<file path="src/rtl/ux607_sram_arb2.sv">
// ============================================================================
// ux607_sram_arb2 : two-port round-robin arbiter/sequencer for one SRAM macro
// Revision 1.0
// ============================================================================
`default_nettype none

module ux607_sram_arb2 #(
  parameter int DP = 512,
  parameter int DW = 32,
  parameter int MW = 4,
  parameter int AW = 32
) (
  input  logic          clk,
  input  logic          rst_n,
  input  logic          p0_cmd_valid,
  output logic          p0_cmd_ready,
  input  logic          p0_cmd_read,
  input  logic [AW-1:0] p0_cmd_addr,
  input  logic [DW-1:0] p0_cmd_wdata,
  input  logic [MW-1:0] p0_cmd_wmask,
  output logic          p0_rsp_valid,
  input  logic          p0_rsp_ready,
  output logic [DW-1:0] p0_rsp_rdata,
  output logic          p0_rsp_err,
  input  logic          p1_cmd_valid,
  output logic          p1_cmd_ready,
  input  logic          p1_cmd_read,
  input  logic [AW-1:0] p1_cmd_addr,
  input  logic [DW-1:0] p1_cmd_wdata,
  input  logic [MW-1:0] p1_cmd_wmask,
  output logic          p1_rsp_valid,
  input  logic          p1_rsp_ready,
  output logic [DW-1:0] p1_rsp_rdata,
  output logic          p1_rsp_err,
  output logic          ram_cs,
  output logic [AW-1:0] ram_addr,
  output logic [DW-1:0] ram_din,
  output logic [MW-1:0] ram_wem,
  input  logic [DW-1:0] ram_dout
);

  localparam logic [AW:0] DP_LIM = (AW+1)'(DP);

  logic          rr_r;
  logic          pend_r, pend_port_r, pend_rd_r, pend_err_r;
  logic          hold_vld_r, hold_port_r, hold_err_r;
  logic [DW-1:0] hold_data_r;
  logic [AW-1:0] addr_last_r;
  logic [DW-1:0] din_last_r;

  logic          pend_rsp_ready, issue_ok, accept, sel, grant0, grant1;
  logic          sel_read, in_range;
  logic [AW-1:0] sel_addr;
  logic [DW-1:0] sel_wdata;
  logic [MW-1:0] sel_wmask;
  logic [DW-1:0] pend_data, cur_data;
  logic          cur_valid, cur_port, cur_err, cur_ready;

  // Arbitration: a lone requester always wins; rr_r breaks ties.
  assign grant1 = p1_cmd_valid & (~p0_cmd_valid | rr_r);
  assign grant0 = p0_cmd_valid & (~p1_cmd_valid | ~rr_r);
  assign sel    = grant1;

  assign pend_rsp_ready = pend_port_r ? p1_rsp_ready : p0_rsp_ready;
  assign issue_ok       = rst_n & ~hold_vld_r & (~pend_r | pend_rsp_ready);
  assign accept         = issue_ok & (p0_cmd_valid | p1_cmd_valid);

  assign p0_cmd_ready = issue_ok & grant0;
  assign p1_cmd_ready = issue_ok & grant1;

  assign sel_read  = sel ? p1_cmd_read  : p0_cmd_read;
  assign sel_addr  = sel ? p1_cmd_addr  : p0_cmd_addr;
  assign sel_wdata = sel ? p1_cmd_wdata : p0_cmd_wdata;
  assign sel_wmask = sel ? p1_cmd_wmask : p0_cmd_wmask;
  assign in_range  = ({1'b0, sel_addr} < DP_LIM);

  assign ram_cs   = accept & in_range;
  assign ram_wem  = (ram_cs & ~sel_read) ? sel_wmask : '0;
  assign ram_addr = accept ? sel_addr  : addr_last_r;
  assign ram_din  = accept ? sel_wdata : din_last_r;

  // hold_vld_r and pend_r are never set together: nothing issues while holding.
  assign pend_data = (pend_r & pend_rd_r & ~pend_err_r) ? ram_dout : '0;
  assign cur_valid = hold_vld_r | pend_r;
  assign cur_port  = hold_vld_r ? hold_port_r : pend_port_r;
  assign cur_data  = hold_vld_r ? hold_data_r : pend_data;
  assign cur_err   = hold_vld_r ? hold_err_r  : (pend_r & pend_err_r);
  assign cur_ready = cur_port ? p1_rsp_ready : p0_rsp_ready;

  assign p0_rsp_valid = cur_valid & ~cur_port;
  assign p1_rsp_valid = cur_valid & cur_port;
  assign p0_rsp_rdata = p0_rsp_valid ? cur_data : '0;
  assign p1_rsp_rdata = p1_rsp_valid ? cur_data : '0;
  assign p0_rsp_err   = p0_rsp_valid & cur_err;
  assign p1_rsp_err   = p1_rsp_valid & cur_err;

  always_ff @(posedge clk or negedge rst_n) begin
    if (!rst_n) begin
      rr_r        <= 1'b0;
      pend_r      <= 1'b0;
      pend_port_r <= 1'b0;
      pend_rd_r   <= 1'b0;
      pend_err_r  <= 1'b0;
      hold_vld_r  <= 1'b0;
      hold_port_r <= 1'b0;
      hold_err_r  <= 1'b0;
      hold_data_r <= '0;
      addr_last_r <= '0;
      din_last_r  <= '0;
    end else begin
      pend_r <= accept;
      if (accept) begin
        rr_r        <= ~sel;
        pend_port_r <= sel;
        pend_rd_r   <= sel_read;
        pend_err_r  <= ~in_range;
        addr_last_r <= sel_addr;
        din_last_r  <= sel_wdata;
      end
      if (hold_vld_r) begin
        if (cur_ready) hold_vld_r <= 1'b0;
      end else if (pend_r & ~pend_rsp_ready) begin
        hold_vld_r  <= 1'b1;
        hold_port_r <= pend_port_r;
        hold_data_r <= pend_data;
        hold_err_r  <= pend_err_r;
      end
    end
  end

endmodule

`default_nettype wire

</file>
<file path="config.mk">
export PLATFORM = sky130hd
export DESIGN_NAME = ux607_sram_arb2
export DESIGN_NICKNAME = d
export VERILOG_FILES = /design/src/rtl/ux607_sram_arb2.sv
export SDC_FILE = /design/constraint.sdc
export NUM_CORES = 1
export LEC_CHECK = 0
export BUFFER_PORTS_ARGS = -buffer_cell sky130_fd_sc_hd__buf_2
export CAP_MARGIN = 10
export CORE_MARGIN = 2
export CORE_UTILIZATION = 30
export CTS_CLUSTER_DIAMETER = 100
export DETAILED_ROUTE_END_ITERATION = 8
export GPL_TIMING_DRIVEN = 0
export PLACE_DENSITY_LB_ADDON = 0.1
export SYNTH_ARGS = -nofsm -noshare
export SYNTH_HDL_FRONTEND = slang
export SYNTH_SLANG_ARGS = --single-unit
</file>
<file path="constraint.sdc">
create_clock -name clk -period 2.3 [get_ports clk]
set_input_delay 0 -clock clk [delete_from_list [all_inputs] [get_ports clk]]
set_output_delay 0 -clock clk [all_outputs]
set_load 0.05 [all_outputs]
</file>
[Word level (Yosys, flattened, before mapping)]
Index checks and enable logic that the tools add are counted.
Storage, ports and cells
  memories kept: 0
  ROM bits: 0
  register bits: 104
  bits in writable memories: 0
  word-level logic and storage cells: 64
  bits in latches: 0
  input bits: 176
Operators by class
  multiply operators: 0
  reductions and logical operators: 1
  multiplexer cells: 18
  $lt $le $gt $ge: 1
  div/mod/pow operators: 0
  equality and inequality tests: 0
  bitwise gates (word level): 33
  add/sub/neg operators: 0
  shift operators: 0
Operator list (number)
  $mux 32: 8
  $lt 32x10->1 const B: 1
  $and 1x1->1: 17
  $not 1->1: 11
  $mux 1: 8
  $mux 4: 2
  $or 1x1->1: 5
  $reduce_and 2->1: 1

[Depth between registers and ports, before layout]
  depth in word-level cells: 8
  depth in mapped cells: 8

[Worst setup path before layout]
OpenSTA, ideal clock, no wires.
  path type: reg-to-reg
  start: reg hold_vld_r
  end: reg addr_last_r[11]
  path slack: -0.046 ns
  data required time: 2.076 ns
  arrival time: 2.122 ns
  stages on the path, launching flop included: 9
  setup time: 0.224 ns
  cells stage by stage: dfrtp_1 -> buf_2 -> nand2b_1 -> a21oi_1 -> o21ai_1 -> inv_2 -> buf_2 -> nor2_1 -> a31oi_1
On the way
  longest elaborated chain between the ends: 5
Ends and longest elaborated chain
  from (decl): line 46  | logic hold_vld_r, hold_port_r, hold_err_r;
  from (signal assigned): line 104  | hold_vld_r <= 1'b0;
  from (signal assigned): line 121  | if (cur_ready) hold_vld_r <= 1'b0;
  from (signal assigned): line 123  | hold_vld_r <= 1'b1;
  $not 1->1 (no source line)
  $and 1x1->1 (2 in a row): line 65  | assign issue_ok = rst_n & ~hold_vld_r & (~pend_r | pend_rsp_ready);
  $and 1x1->1: line 66  | assign accept = issue_ok & (p0_cmd_valid | p1_cmd_valid);
  $mux 32
  via ram_addr[11]: line 36  | output logic [AW-1:0] ram_addr,
  to (signal assigned): line 117  | addr_last_r <= sel_addr;
  to (decl): line 48  | logic [AW-1:0] addr_last_r;
The timed path passes the listed nets, and every way through them passes these cells.
A chain may end at the register's enable or synchronous reset.

[Worst setup path after layout]
  start: reg pend_port_r
  end: out ram_din[25]
On the way
  longest elaborated chain between the ends: 5
Ends and longest elaborated chain
  from (decl): line 45  | logic pend_r, pend_port_r, pend_rd_r, pend_err_r;
  from (signal assigned): line 114  | pend_port_r <= sel;
  $mux 1: line 64  | assign pend_rsp_ready = pend_port_r ? p1_rsp_ready : p0_rsp_ready;
  $or 1x1->1: line 65
  $and 1x1->1: line 65
  $and 1x1->1: line 66
  $mux 32
  to (decl): line 37  | output logic [DW-1:0] ram_din,
No other way between the ends.

==> results.toml <==
[floorplanning]
rows = 48
dieHeight_um = 135.8
die_x_um = 135.8
pin_count = 315
core_area_sq_mm = 0.01712
start_util_pct = 30.43
die_area_sq_mm = 0.01843

[clock_network]
root_buffer = "clkbuf_16"
cts_tree = "built"
h-tree-depth = 3
cts_max_path_buffers = 2
cts_buffers = 9
clk_pin_slew_worst_paths_ns = 0.07
clock_latency_ns = 0.35
clock-sinks = 104

[timing]
fin_crit_sh_pct = 97.44
hold_viol_final = 0
setup_tns_ns = 0
finalSetupViolCount = 0
worst_clock_skew_ns = 0.007719
worst_pin_slew_ns = 0.5418
grt_setup_unrepaired = "true"
slew_viol_final = 0
slew_headroom_pct = 63.88
max_clock_freq_mhz = 446.2
setup_ws_ns = 0.05896
post-route-min-period_ns = 2.241

[critical_path]
reg2reg_slack_ns = 0.12
r2r_start = "pend_port_r"
crit_buf_inv = 3
slowest_delay_ns = 0.43
critPathRequiredTime_ns = 2.30
path_class = "reg2out"
end_kind = "primary output"
path_cells = "mux2i_4, a21oi_4, and3_4, clkbuf_4, a222oi_1, inv_1, buf_4"
r2r_end = "addr_last_r[29]"
cp_slowest_cell = "dfrtp_2"
cp_max_fo = 10
cp-start-kind = "flop"
arrival_ns = 2.24
r2r_cells = 8
cp_top_family = "buffers and inverters"

[cells_and_area]
multiInputGateArea_sq_mm = 0.002399
fillers = 1588
drive_gt1_share_pct = 36.76
n_antenna_cell = 0
fin_util_pct = 56.65
stdcell_count = 1354
area_delta_synth_final_pct = 86.16
seq_area_sq_mm = 0.002606
fin_nets = 1300

[detailed_routing]
vias_per_cell = 4.786
vias = 6480
drtAntennaViolNets = 0
initialDrtViolationCount = 357
totalWireLength_um = 21240
detail_route.wl_per_cell_um = 15.69
drt-pass1-iter-count = 8
drc = 0

[synth]
synthTopCellsByArea = "dfrtp_1 (50%), nand2_1 (11%), a222oi_1 (7.9%)"
synth_top_area_share_pct = 49.96
netlist_instances = 622
syn-cell-area_sq_mm = 0.005209
syn_nets = 798
yosys.area.top_type = "dfrtp_1"
yosysWarnings = 0
synth_seq_area_share_pct = 49.96
synth-seq-cells = 104
yosysUniqueCellTypes = 28
syn_area_per_cell_sq_um = 8.374

[global_route]
grt_pass1_vias = 6523
antenna_found_initial = 1
grt_pass1_wl_um = 32950
gr-usage-all-layers_pct = 22.82
grt_remaining_overflow = 0
grt_start_max_net_pins = 56

[min_path]
hp-start = "p1_cmd_addr[31]"
hold_path.class = "in2reg"
worst_hold_path.endpoint = "addr_last_r[31]"
whs_path_depth = 4

[power]
clock_power_share_pct = 15.1
power_mw = 10.81
ir_drop_mv = 0.9505
switching_share_pct = 48.18
internal_power_mw = 5.603
p_per_area_mw_per_mm2 = 1115
pwr-share-comb_pct = 60.2
power.share.sequential_pct = 24.7
switchingPower_mw = 5.210
leakage_nw = 4.809

[place]
dpl.hpwl_um = 14520
placedCellCount = 1162
port_buffers = 314
pre_cts_ws_ns = -0.3267
gp_congestion = 0.8022

[status]
status = "completed"

[job]
cap_violations = 0
==> tightest hold or removal path, delay by kind of cell <==
| family | cells | cell delay [ns] |
|---|---|---|
| AOI/OAI and AO/OA | 1 | 0.09 |
| buffers and inverters | 2 | 0.35 |
| and+or+nand+nor | 1 | 0.06 |
==> cell usage after synthesis (all sizes together) <==
master and n:
a31oi 28, mux2 2, clkbuf 29, a222oi 41, a21oi 3, mux2i 3, nor2b 1, nand4 2
buf 20, dfrtp 104, o21ai 34, o221ai 1, and3 1, nand3b 1, o21a 34, a21o 2
nand2b 1, nor3 6, nor2 99, inv 47, nand2 150, nor3b 4, nor4 8, and2 1
==> layout make-up <==
type,instances,share of cell area [%]
Clock inverter,6,0.7742
Clock buffer,10,2.465
Buffer,47,3.342
Tap cell,225,2.903
Sequential cell,104,26.88
Timing Repair Buffer,493,37.03
Multi-Input combinational cell,422,24.74
Inverter,47,1.871
==> power groups by stage <==
stage          Clock, mW  Sequential (mW)  Combinational (mW)
6_report            1.63             2.67                6.51
5_1_grt             1.76             2.73                6.89
3_5_place_dp           0             2.68                5.18
3_3_place_gp           0             2.66                5.17
2_1_floorplan          0             2.62                3.86
4_1_cts             1.70             2.66                6.19
==> worst max path at each step <==
stage / start / endpoint / slack, ns / cells after the start
6_report: pend_port_r / ram_din[25] / 0.06 / 7
5_1_grt: pend_port_r / ram_din[13] / -0.05 / 7
4_1_cts: pend_port_r / ram_addr[1] / 0.005 / 8
3_5_place_dp: rst_n / ram_wem[2] / -0.33 / 8
3_3_place_gp: rst_n / ram_wem[2] / -1.59 / 8
2_1_floorplan: hold_vld_r / addr_last_r[11] / -0.05 / 8
==> cell usage in the layout, fill, tap and decap left out, drive strengths merged <==
cell type,count
and2,1
nor2,99
o221ai,1
nand4,2
and3,1
dfrtp,104
dlygate4sd3,160
nand2b,1
nor2b,1
clkinvlp,1
a31oi,28
o21a,34
nor3b,4
a222oi,41
bufinv,1
inv,48
clkinv,3
dlymetal6s4s,5
a21oi,3
o21ai,34
nor4,8
nand2,150
nand3b,1
a21o,2
mux2i,3
mux2,2
buf,346
clkbuf,39
nor3,6
==> stage by stage <==
step | instance area (sq um) | hold slack (ns)
5_1_grt | 9697 | 0.1994
3_5_place_dp | 7211 | 0.1330
3_3_place_gp | 7181 | 0.2491
2_1_floorplan | 5328 | -0.2956
6_report | 9697 | 0.1828
4_1_cts | 9499 | 0.2654
==> logic make-up (layout without fill, tap and decap cells) <==
logic type / Yosys count / after routing / synth area share, %
and+or+nand+nor: 274 / 274 / 20.92
AOI/OAI and AO/OA: 143 / 143 / 20.15
DFF: 104 / 104 / 49.96
buffers and inverters: 96 / 603 / 7.951
muxes: 5 / 5 / 1.009
==> layer usage <==
metal  wire [um]  global-route usage [%]  up-vias  part of all wire, %
met5          13                       0        -                0.061
met4         586                   7.639        2                  2.8
met3        1344                   6.248       44                  6.3
met2       10600                   39.70      245                   50
met1        8692                   27.21     3049                   41
li1            -                       -     3140                    -
==> sequential cells by signal, indices dropped and copies added, names as in the netlist <==
signal / count
hold_err_r: 1
rr_r: 1
pend_rd_r: 1
addr_last_r: 32
hold_port_r: 1
pend_r: 1
pend_port_r: 1
hold_data_r: 32
pend_err_r: 1
din_last_r: 32
hold_vld_r: 1
==> repair_timing <==
action,CTS,global route
hold buffers,166,1
buffers inserted,1,11
endpoints found under the setup margin,133,122
pin swaps,2,18
resized for setup,102,61
endpoints found under the hold margin,153,1
Note: power is estimated with default switching activity, not from simulation.
